## config.mk

```make
export PLATFORM = sky130hd
export DESIGN_NAME = bnn_param_loader_flat
export DESIGN_NICKNAME = d
export VERILOG_FILES = /design/src/rtl/bnn_pkg.sv /design/src/rtl/bnn_param_loader_if.sv /design/src/rtl/bnn_param_byte_serializer.sv /design/src/rtl/bnn_param_loader.sv /design/src/flat_wrapper.sv
export SDC_FILE = /design/constraint.sdc
export NUM_CORES = 1
export LEC_CHECK = 0
export ABC_CLOCK_PERIOD_IN_PS = 2800
export CORE_MARGIN = 2
export CORE_UTILIZATION = 38
export CTS_CLUSTER_SIZE = 16
export DETAILED_ROUTE_END_ITERATION = 8
export DONT_BUFFER_PORTS = 1
export HOLD_SLACK_MARGIN = 0.08
export PLACE_DENSITY = 0.64
export SLEW_MARGIN = 10
export SYNTH_ARGS = -nofsm -noshare
export SYNTH_HDL_FRONTEND = slang
export SYNTH_SLANG_ARGS = --single-unit
```

## constraint.sdc

```tcl
create_clock -name clk -period 2.8 [get_ports clk]
set_clock_uncertainty 0.15 [all_clocks]
set_input_delay 0 -clock clk [delete_from_list [all_inputs] [get_ports clk]]
set_output_delay 0 -clock clk [all_outputs]
set_load 0.03 [all_outputs]
```

## src/rtl/bnn_pkg.sv

```systemverilog
// Shared constants, loader state codes and chain-size helpers for the BNN parameter path.
package bnn_pkg;

    localparam int BYTE_BITS = 8;
    localparam int CNT_W     = $clog2(BYTE_BITS + 1);

    typedef enum logic [1:0] {
        LOADER_IDLE = 2'd0,
        LOADER_LOAD = 2'd1,
        LOADER_DONE = 2'd2
    } loader_state_e;

    function automatic int chain_bits(input int neurons, input int inputs, input int bias_bits);
        return neurons * (inputs + bias_bits);
    endfunction

    function automatic int bytes_per_load(input int bits);
        return (bits + BYTE_BITS - 1) / BYTE_BITS;
    endfunction

endpackage

```

## src/rtl/bnn_param_loader_if.sv

```systemverilog
// Byte stream carrying parameter bytes into the loader (valid/ready handshake).
interface bnn_param_loader_if;
    import bnn_pkg::*;

    logic [BYTE_BITS-1:0] in_data;
    logic                 in_valid;
    logic                 in_ready;

    modport master (output in_data, output in_valid, input in_ready);
    modport slave  (input in_data, input in_valid, output in_ready);

endinterface

```

## src/rtl/bnn_param_byte_serializer.sv

```systemverilog
// MSB-first byte shifter; a load at the edge that consumes the last bit replaces the buffer gaplessly.
module param_byte_serializer
    import bnn_pkg::*;
(
    input  logic                 clk,
    input  logic                 reset,
    input  logic                 load_i,
    input  logic [BYTE_BITS-1:0] data_i,
    input  logic [CNT_W-1:0]     count_i,
    input  logic                 shift_i,
    output logic                 msb_o,
    output logic [CNT_W-1:0]     count_o
);

    logic [BYTE_BITS-1:0] buf_q, buf_d;
    logic [CNT_W-1:0]     cnt_q, cnt_d;

    // A load wins over the shift: the shifted-out bit is the last one of the old byte.
    always_comb begin
        buf_d = buf_q;
        cnt_d = cnt_q;
        if (load_i) begin
            buf_d = data_i;
            cnt_d = count_i;
        end else if (shift_i) begin
            buf_d = {buf_q[BYTE_BITS-2:0], 1'b0};
            cnt_d = cnt_q - CNT_W'(1);
        end
    end

    always_ff @(posedge clk) begin
        if (reset) begin
            buf_q <= '0;
            cnt_q <= '0;
        end else begin
            buf_q <= buf_d;
            cnt_q <= cnt_d;
        end
    end

    assign msb_o   = buf_q[BYTE_BITS-1];
    assign count_o = cnt_q;

endmodule

```

## src/rtl/bnn_param_loader.sv

```systemverilog
// Streams CHAIN_BITS parameter bits MSB-first onto the neuron setup/param chain.
// Optional checksum port enabled by defining BNN_LOADER_CHECKSUM_EN.
module bnn_param_loader
    import bnn_pkg::*;
#(
    parameter int NEURONS   = 8,
    parameter int INPUTS    = 8,
    parameter int BIAS_BITS = 3
) (
    input  logic                 clk,
    input  logic                 reset,
    input  logic                 start_i,
    bnn_param_loader_if.slave    in_if,
    output logic                 setup_o,
    output logic                 param_out_o,
    output logic                 busy_o,
    output logic                 done_o
`ifdef BNN_LOADER_CHECKSUM_EN
    ,
    output logic [BYTE_BITS-1:0] checksum_o
`endif
);

    localparam int CHAIN_BITS = chain_bits(NEURONS, INPUTS, BIAS_BITS);
    localparam int NUM_BYTES  = bytes_per_load(CHAIN_BITS);
    localparam int BL_W       = $clog2(CHAIN_BITS + 1);
    localparam int BO_W       = $clog2(NUM_BYTES + 1);

    loader_state_e   state_q;
    logic [BL_W-1:0] bits_left_q;
    logic [BO_W-1:0] bytes_owed_q;
    logic            busy_q;
    logic            done_q;

    logic            shift;
    logic            accept;
    logic [BL_W-1:0] bits_after;
    logic [CNT_W-1:0] load_count;
    logic [CNT_W-1:0] buf_cnt;
    logic            buf_msb;

    assign shift      = (state_q == LOADER_LOAD) && (buf_cnt != '0);
    assign in_if.in_ready = (state_q == LOADER_LOAD) && (bytes_owed_q != '0) && (buf_cnt <= CNT_W'(1));
    assign accept     = in_if.in_valid && in_if.in_ready;
    assign bits_after = bits_left_q - BL_W'(shift);
    // The final byte may carry fewer useful bits than a full byte; the rest are never shifted.
    assign load_count = (bits_after >= BL_W'(BYTE_BITS)) ? CNT_W'(BYTE_BITS) : CNT_W'(bits_after);

    param_byte_serializer u_serializer (
        .clk     (clk),
        .reset   (reset),
        .load_i  (accept),
        .data_i  (in_if.in_data),
        .count_i (load_count),
        .shift_i (shift),
        .msb_o   (buf_msb),
        .count_o (buf_cnt)
    );

    always_ff @(posedge clk) begin
        if (reset) begin
            state_q      <= LOADER_IDLE;
            bits_left_q  <= '0;
            bytes_owed_q <= '0;
            busy_q       <= 1'b0;
            done_q       <= 1'b0;
        end else begin
            done_q <= 1'b0;
            unique case (state_q)
                LOADER_IDLE: begin
                    if (start_i) begin
                        state_q      <= LOADER_LOAD;
                        bits_left_q  <= BL_W'(CHAIN_BITS);
                        bytes_owed_q <= BO_W'(NUM_BYTES);
                        busy_q       <= 1'b1;
                    end
                end
                LOADER_LOAD: begin
                    if (shift)  bits_left_q  <= bits_left_q - BL_W'(1);
                    if (accept) bytes_owed_q <= bytes_owed_q - BO_W'(1);
                    if (shift && bits_left_q == BL_W'(1)) begin
                        state_q <= LOADER_DONE;
                        busy_q  <= 1'b0;
                        done_q  <= 1'b1;
                    end
                end
                LOADER_DONE: state_q <= LOADER_IDLE;
                default:     state_q <= LOADER_IDLE;
            endcase
        end
    end

    assign setup_o     = shift;
    assign param_out_o = buf_msb;
    assign busy_o      = busy_q;
    assign done_o      = done_q;

`ifdef BNN_LOADER_CHECKSUM_EN
    logic [BYTE_BITS-1:0] checksum_q;

    always_ff @(posedge clk) begin
        if (reset) begin
            checksum_q <= '0;
        end else if (state_q == LOADER_IDLE && start_i) begin
            checksum_q <= '0;
        end else if (accept) begin
            checksum_q <= checksum_q ^ in_if.in_data;
        end
    end

    assign checksum_o = checksum_q;
`endif

endmodule
```

## src/flat_wrapper.sv

```systemverilog
// flat-port wrapper written by rule: the top's interface ports become plain ports
module bnn_param_loader_flat import bnn_pkg::*;
#(
    parameter int NEURONS   = 8,
    parameter int INPUTS    = 8,
    parameter int BIAS_BITS = 3
)
  (clk, reset, start_i, setup_o, param_out_o, busy_o, done_o, in_if_in_data, in_if_in_valid, in_if_in_ready);
  bnn_param_loader_if in_if_i ();
  input  logic clk;
  input  logic reset;
  input  logic start_i;
  output logic setup_o;
  output logic param_out_o;
  output logic busy_o;
  output logic done_o;
  input wire logic [$bits(in_if_i.in_data)-1:0] in_if_in_data;
  input wire logic [$bits(in_if_i.in_valid)-1:0] in_if_in_valid;
  output wire logic [$bits(in_if_i.in_ready)-1:0] in_if_in_ready;
  assign in_if_i.in_data = in_if_in_data;
  assign in_if_i.in_valid = in_if_in_valid;
  assign in_if_in_ready = in_if_i.in_ready;
  bnn_param_loader #(.NEURONS(NEURONS), .INPUTS(INPUTS), .BIAS_BITS(BIAS_BITS)) u_core (.clk(clk), .reset(reset), .start_i(start_i), .in_if(in_if_i), .setup_o(setup_o), .param_out_o(param_out_o), .busy_o(busy_o), .done_o(done_o));
endmodule
```

* Word-level counts from Yosys, hierarchy flattened
Cells that the tools add are included.
** Word-level totals
- Register bits :: 27
- Latch bits :: 0
- RAM bits :: 0
- Memory bits (read-only) :: 0
- Input bits :: 12
- Output and inout port bits :: 5
- Memories :: 0
** Operators by class
- $add $sub $neg :: 4
- $mul :: 0
- Divide/modulo/power cells :: 0
- $lt $le $gt $ge :: 2
- Eq/ne operators :: 6
- Shift operators :: 0
- Muxes and demuxes :: 18
- Bitwise logic cells :: 1
- Reduce and logical (&&, ||, !) cells :: 15
** Operators by type and width (count)
- 4-bit two-way mux :: 5
- 8-bit two-way mux :: 2
- 7-bit two-way mux :: 2
- 7-bit case mux with 2 select lines :: 1
- 3-bit AND reduction :: 3
- 4-bit case mux with 2 select lines :: 1
- 4-bit nonzero test :: 2
- 4-bit by 1-bit subtractor with 4-bit output, second input constant :: 2
- 7-bit by 1-bit == test with 1-bit output, second input constant :: 1
- 7-bit by 4-bit >= comparator with 1-bit output, second input constant :: 1
- 7-bit by 1-bit subtractor with 7-bit output :: 1
- 7-bit by 1-bit subtractor with 7-bit output, second input constant :: 1
- 1-bit logical AND :: 5
- 4-bit by 1-bit <= comparator with 1-bit output, second input constant :: 1
- 2-bit two-way mux :: 2
- 2-bit by 1-bit inequality test with 1-bit output, second input constant :: 2
- 2-bit inequality test, second input constant :: 2
- 2-bit case mux with 2 select lines :: 1
- 2-bit nonzero test :: 2
- 1-bit two-way mux :: 3
- 2-bit by 1-bit == test with 1-bit output, second input constant :: 1
- 2-bit logical NOT :: 1
- 1-bit case mux with 2 select lines :: 1
- 2-bit AND reduction :: 1
- other kinds (2) :: 2

* Logic depth before layout (Yosys ltp)
- Word-level depth :: 6
- Gate-level depth with buffers :: 12

* By module
Synthesis repeated with hierarchy kept, for this count alone.
** Unflattened totals
- Cells, all modules :: 162
- Area, all modules :: 1497.7 µm²
** By module, submodules not included
- bnn_param_loader :: instances 1, cells an instance 102, area an instance 902.1 µm², seq. area each 300.3 µm²
- param_byte_serializer :: instances 1, cells an instance 60, area an instance 595.6 µm², seq. area each 240.2 µm²

* Worst setup path before layout
No wires, ideal clock.
- Path type :: flip-flop to flip-flop
- Start :: register u_core.u_serializer.cnt_q[0] (netlist: u_core.u_serializer.count_o[0])
- End :: register u_core.u_serializer.cnt_q[3] (netlist: u_core.u_serializer.count_o[3])
- Setup time :: 0.118 ns
- Arrival :: 2.225 ns
- Path slack :: 0.306 ns
- Cell stages (with the launch flop) :: 13
- Path buffers :: 1
- Cell sequence :: dfxtp_1 inv_1 ha_1 buf_6 or3b_4 nand2_8 inv_6 ha_1 ha_1 nor2b_1 a32oi_1 a211o_1 o2bb2ai_1
** Between the ends
- Cells in the longest elaborated chain, start to end :: 6
** RTL lines
- start: declaration :: line bnn_param_byte_serializer.sv:16 : logic [CNT_W-1:0] cnt_q, cnt_d;
- start signal: assignment :: line bnn_param_byte_serializer.sv:37 : cnt_q <= cnt_d;
- 4-bit nonzero test * :: line bnn_param_loader.sv:42 : assign shift = (state_q == LOADER_LOAD) && (buf_cnt != '0);
- 1-bit logical AND * :: line bnn_param_loader.sv:42
- net setup_o :: line flat_wrapper.sv:13 : output logic setup_o;
- 7-bit by 1-bit subtractor with 7-bit output :: line bnn_param_loader.sv:45 : assign bits_after = bits_left_q - BL_W'(shift);
- 7-bit by 4-bit >= comparator with 1-bit output :: line bnn_param_loader.sv:47 : assign load_count = (bits_after >= BL_W'(BYTE_BITS)) ? CNT_W'(BYTE_BITS) : CNT_W'(bits_after);
- 4-bit two-way mux :: line bnn_param_loader.sv:47
- 4-bit two-way mux :: line bnn_param_byte_serializer.sv:22 : if (load_i) begin
Mark *: on every way through the listed nets, which the timed path passes. The rest lies on a longest branch. The select of a mux whose other input is x is not followed.
A chain may end at the register's enable or synchronous reset.

* Worst setup path after layout
- Start :: register u_core.u_serializer.cnt_q[0] (netlist: u_core.u_serializer.count_o[0])
- End :: register u_core.u_serializer.cnt_q[1] (netlist: u_core.u_serializer.count_o[1])
Same word-level chain as after synthesis.

==> run_results.csv <==
group,metric,value,unit
sta,setup_viol_count_final,0,
sta,hold_violations,0,
critical_path,reg2reg_depth,10,
synth,yosysTopAreaCellShare,35.47,%
power_and_ir_drop,p_clk_share,21.3,%
placed_design,hpwl,2.254,mm
synth,ys_async_sr_fraction,0,%
cells_and_area,layout_commonest_cell,"dfxtp_1",
power_and_ir_drop,p_seq_share,43.3,%
sta,rsz0062_at_grt,"false",
floorplan,fp-row-count,23,
routing,drtPass1Iterations,5,
floorplan,io_pins,17,
cts,clk_pin_slew,0.11,ns
routing,remaining_drc_errors,0,
routing,drtIter0Drc,62,
synth,synth_area,1524,um^2
flow_run,cap_violations,0,
synth,synth_top_family_by_area,"simple AND/OR/NAND/NOR gates",
sta,setup_ws,0.2187,ns
sta,slew_headroom,43.24,%
routing,final_antenna_net_count,0,
synth,synth_xor_area_share,4.023,%
routing,wirelength,3.200,mm
power_and_ir_drop,p_int,0.7159,mW
cells_and_area,drive_gt1_share,9.730,%
routing,wl_per_cell,13.62,um
cells_and_area,insertedDiodeCount,0,
routing,via_per_inst,5.311,
global_routing,overflow,0,
power_and_ir_drop,peakVddDrop,0.0002743,V
critical_path,r2r-end,"u_core.u_serializer.count_o[1]",
global_routing,grt_util_met3,3.833,%
routing,vias,1248,
synth,ys_ff_latch,27,
synth,synth-edff-count,0,
global_routing,use_met2,25.25,%
critical_path,r2r-start,"u_core.u_serializer.count_o[0]",
synth,syn_inst,173,
critical_path,crit_fanout,8,
cts,numClockSinks,27,
cts,cts_max_path_buffers,2,
sta,final-max-slew-violation-count,0,
power_and_ir_drop,sw_frac_of_total,36.63,%
sta,tns,0,ns
critical_path,r2r_slack,0.22,ns
sta,tightestPinTransition,0.8485,ns
cts,cts_buffers,3,
sta,max_freq,387.4,MHz
sta,period_needed,2.581,ns
min_path,worstHoldStart,"in_if_in_data[0]",
sta,fin_crit_sh,92.19,%
synth,synth_mux_area_share,5.255,%
critical_path,cp.arrival,2.65,ns
placed_design,pre_cts_ws,0.2291,ns
placed_design,gp_congestion,0.8080,
cts,h-tree-depth,1,
cts,cts_tree,"yes",
critical_path,criticalPathCategory,"register to register",
cells_and_area,fin_area,1740,um^2
cells_and_area,final_util,44.14,%
cells_and_area,most-common-layout-cells,"dfxtp_1 (27), a21oi_1 (20), nor2_1 (15), dlygate4sd3_1 (12), inv_1 (9)",
min_path,hold_path.class,"primary input to register",
cts,insertion_delay,0.29,ns
floorplan,die_width,67.33,um
synth,synth_cell_types,46,
min_path,hold_depth,3,
synth,synth.largest_area_cell,"dfxtp_1",
synth,syn_area_per_cell,8.809,um^2
power_and_ir_drop,combPwrFrac,35.5,%
placed_design,dpl.cell_count,219,
floorplan,die_h,67.33,um
cts,cts_root_buffer,"clkbuf_8",
cells_and_area,syn2layout_area_growth,14.20,%
global_routing,grt_max_degree,23,
placed_design,place_area,1572,um^2
synth,yosysWarnings,0,
critical_path,crit_required,2.87,ns
global_routing,grt_pass1_wl,5.306,mm
synth,yosysSeqAreaShare,35.47,%
power_and_ir_drop,cellLeakagePower,0.6631,nW
critical_path,start_kind,"register",
synth,synth_fp_nets,193,
synth,synth_area_leaders,"dfxtp_1 (35%), a21oi_1 (6.6%), ha_1 (6.6%), mux2i_1 (5.3%), nor2_1 (3.7%)",
global_routing,grt_use_met1,19.53,%
synth,synthAdderAreaFrac,6.568,%
min_path,hold_path_end,"u_core.u_serializer.buf_q[0]",
global_routing,track_usage,15.54,%
global_routing,antenna_found_initial,0,
power_and_ir_drop,power_switching,0.4138,mW
global_routing,grt_pass1_vias,1166,
critical_path,critPathCaptureType,"register",
placed_design,port_buffers,0,
global_routing,grt_busiest_layer,"met2",
cells_and_area,nets,206,
synth,synth_ff_type,"dfxtp_1",
floorplan,coreArea,3943,um^2
status,status,"finished clean",
synth,synth-simple-area-share,21.76,%
cts,cts_resized,0,
power_and_ir_drop,p_per_area,649.1,nW/um^2
floorplan,start_util,38.65,%
cells_and_area,final_cells,235,
synth,synth_compound_area_share,20.20,%
floorplan,dieArea,4533,um^2
==> power groups by stage <==
stage / logic [mW] / registers [mW] / clock network [mW]
2_1_floorplan: 0.336 / 0.479 / 0
3_3_place_gp: 0.375 / 0.498 / 0
3_5_place_dp: 0.379 / 0.496 / 0
4_1_cts: 0.402 / 0.488 / 0.244
5_1_grt: 0.447 / 0.498 / 0.254
6_report: 0.401 / 0.489 / 0.240
==> final cells by class <==
class	count	area [um^2]
inverters	10	42.54
well taps	50	62.56
clock buffers	3	41.29
repair buffers	18	165.2
multi-input cells	126	880.8
clock inverters	1	7.507
fillers	383	2202
flip-flops and latches	27	540.5
==> stage by stage <==
step | hold slack [ns] | power, mW
5_1_grt | 0.2932 | 1.198
3_3_place_gp | -0.07633 | 0.8724
2_1_floorplan | -0.01399 | 0.8153
4_1_cts | 0.2741 | 1.133
6_report | 0.2693 | 1.130
3_5_place_dp | -0.07438 | 0.8747
==> state kept, by name, indices dropped and copies added (netlist names) <==
signal                       cells
u_core.u_serializer.buf_q        8
u_core.state_q                   2
u_core.busy_o                    1
u_core.bits_left_q               7
u_core.done_o                    1
u_core.bytes_owed_q              4
u_core.u_serializer.count_o      4
==> cell families after synthesis <==
group                    after synthesis
multiplexers                           8
adder cells (fa/ha/maj)                8
buffers and inverters                 20
XOR/XNOR                               7
AO/OA/AOI/OAI                         47
AND/OR/NAND/NOR                       56
flip-flops                            27
==> worst max-delay path by stage <==
stage | to | from | depth (start not counted)
after global routing | u_core.u_serializer.count_o[3] | u_core.u_serializer.count_o[0] | 10
after detailed placement | u_core.u_serializer.count_o[3] | u_core.u_serializer.count_o[0] | 10
after floorplan | u_core.u_serializer.count_o[3] | u_core.u_serializer.count_o[0] | 12
after CTS | u_core.u_serializer.count_o[3] | u_core.u_serializer.count_o[0] | 10
after global placement | u_core.u_serializer.count_o[1] | u_core.u_serializer.count_o[0] | 11
final | u_core.u_serializer.count_o[1] | u_core.u_serializer.count_o[0] | 10
==> timing repair <==
item	4_1_cts	5_1_grt
hold endpoints to repair	27	0
setup endpoints to repair	0	0
setup buffers	0	0
hold buffers	12	0
==> cell usage after synthesis (all sizes together), types with 2 or more instances <==
| master | number |
|---|---|
| a211oi | 2 |
| a21oi | 20 |
| a31oi | 2 |
| a32oi | 2 |
| buf | 7 |
| clkbuf | 3 |
| dfxtp | 27 |
| ha | 8 |
| inv | 10 |
| mux2i | 8 |
| nand2 | 4 |
| nand2b | 2 |
| nand3 | 3 |
| nand4 | 7 |
| nor2 | 15 |
| nor2b | 3 |
| nor3 | 7 |
| nor3b | 3 |
| nor4 | 2 |
| o211ai | 2 |
| o21ai | 8 |
| o22ai | 2 |
| or3 | 3 |
| or3b | 3 |
| xnor2 | 2 |
| xor2 | 5 |
==> per-layer routing <==
metal	vias up	wire, um
met3	2	117
met4	0	26
met1	565	1523
li1	656	-
met5	-	0
met2	25	1532
==> critical path: stages, from the launching register on <==
cell,delay (ns)
dfxtp_1,0.41
inv_1,0.07
ha_1,0.21
or3b_4,0.28
nand2_8,0.09
inv_6,0.15
ha_1,0.20
nor4bb_1,0.37
a32oi_1,0.11
a211o_1,0.31
o21bai_1,0.17
(Power assumes the default switching activity.)
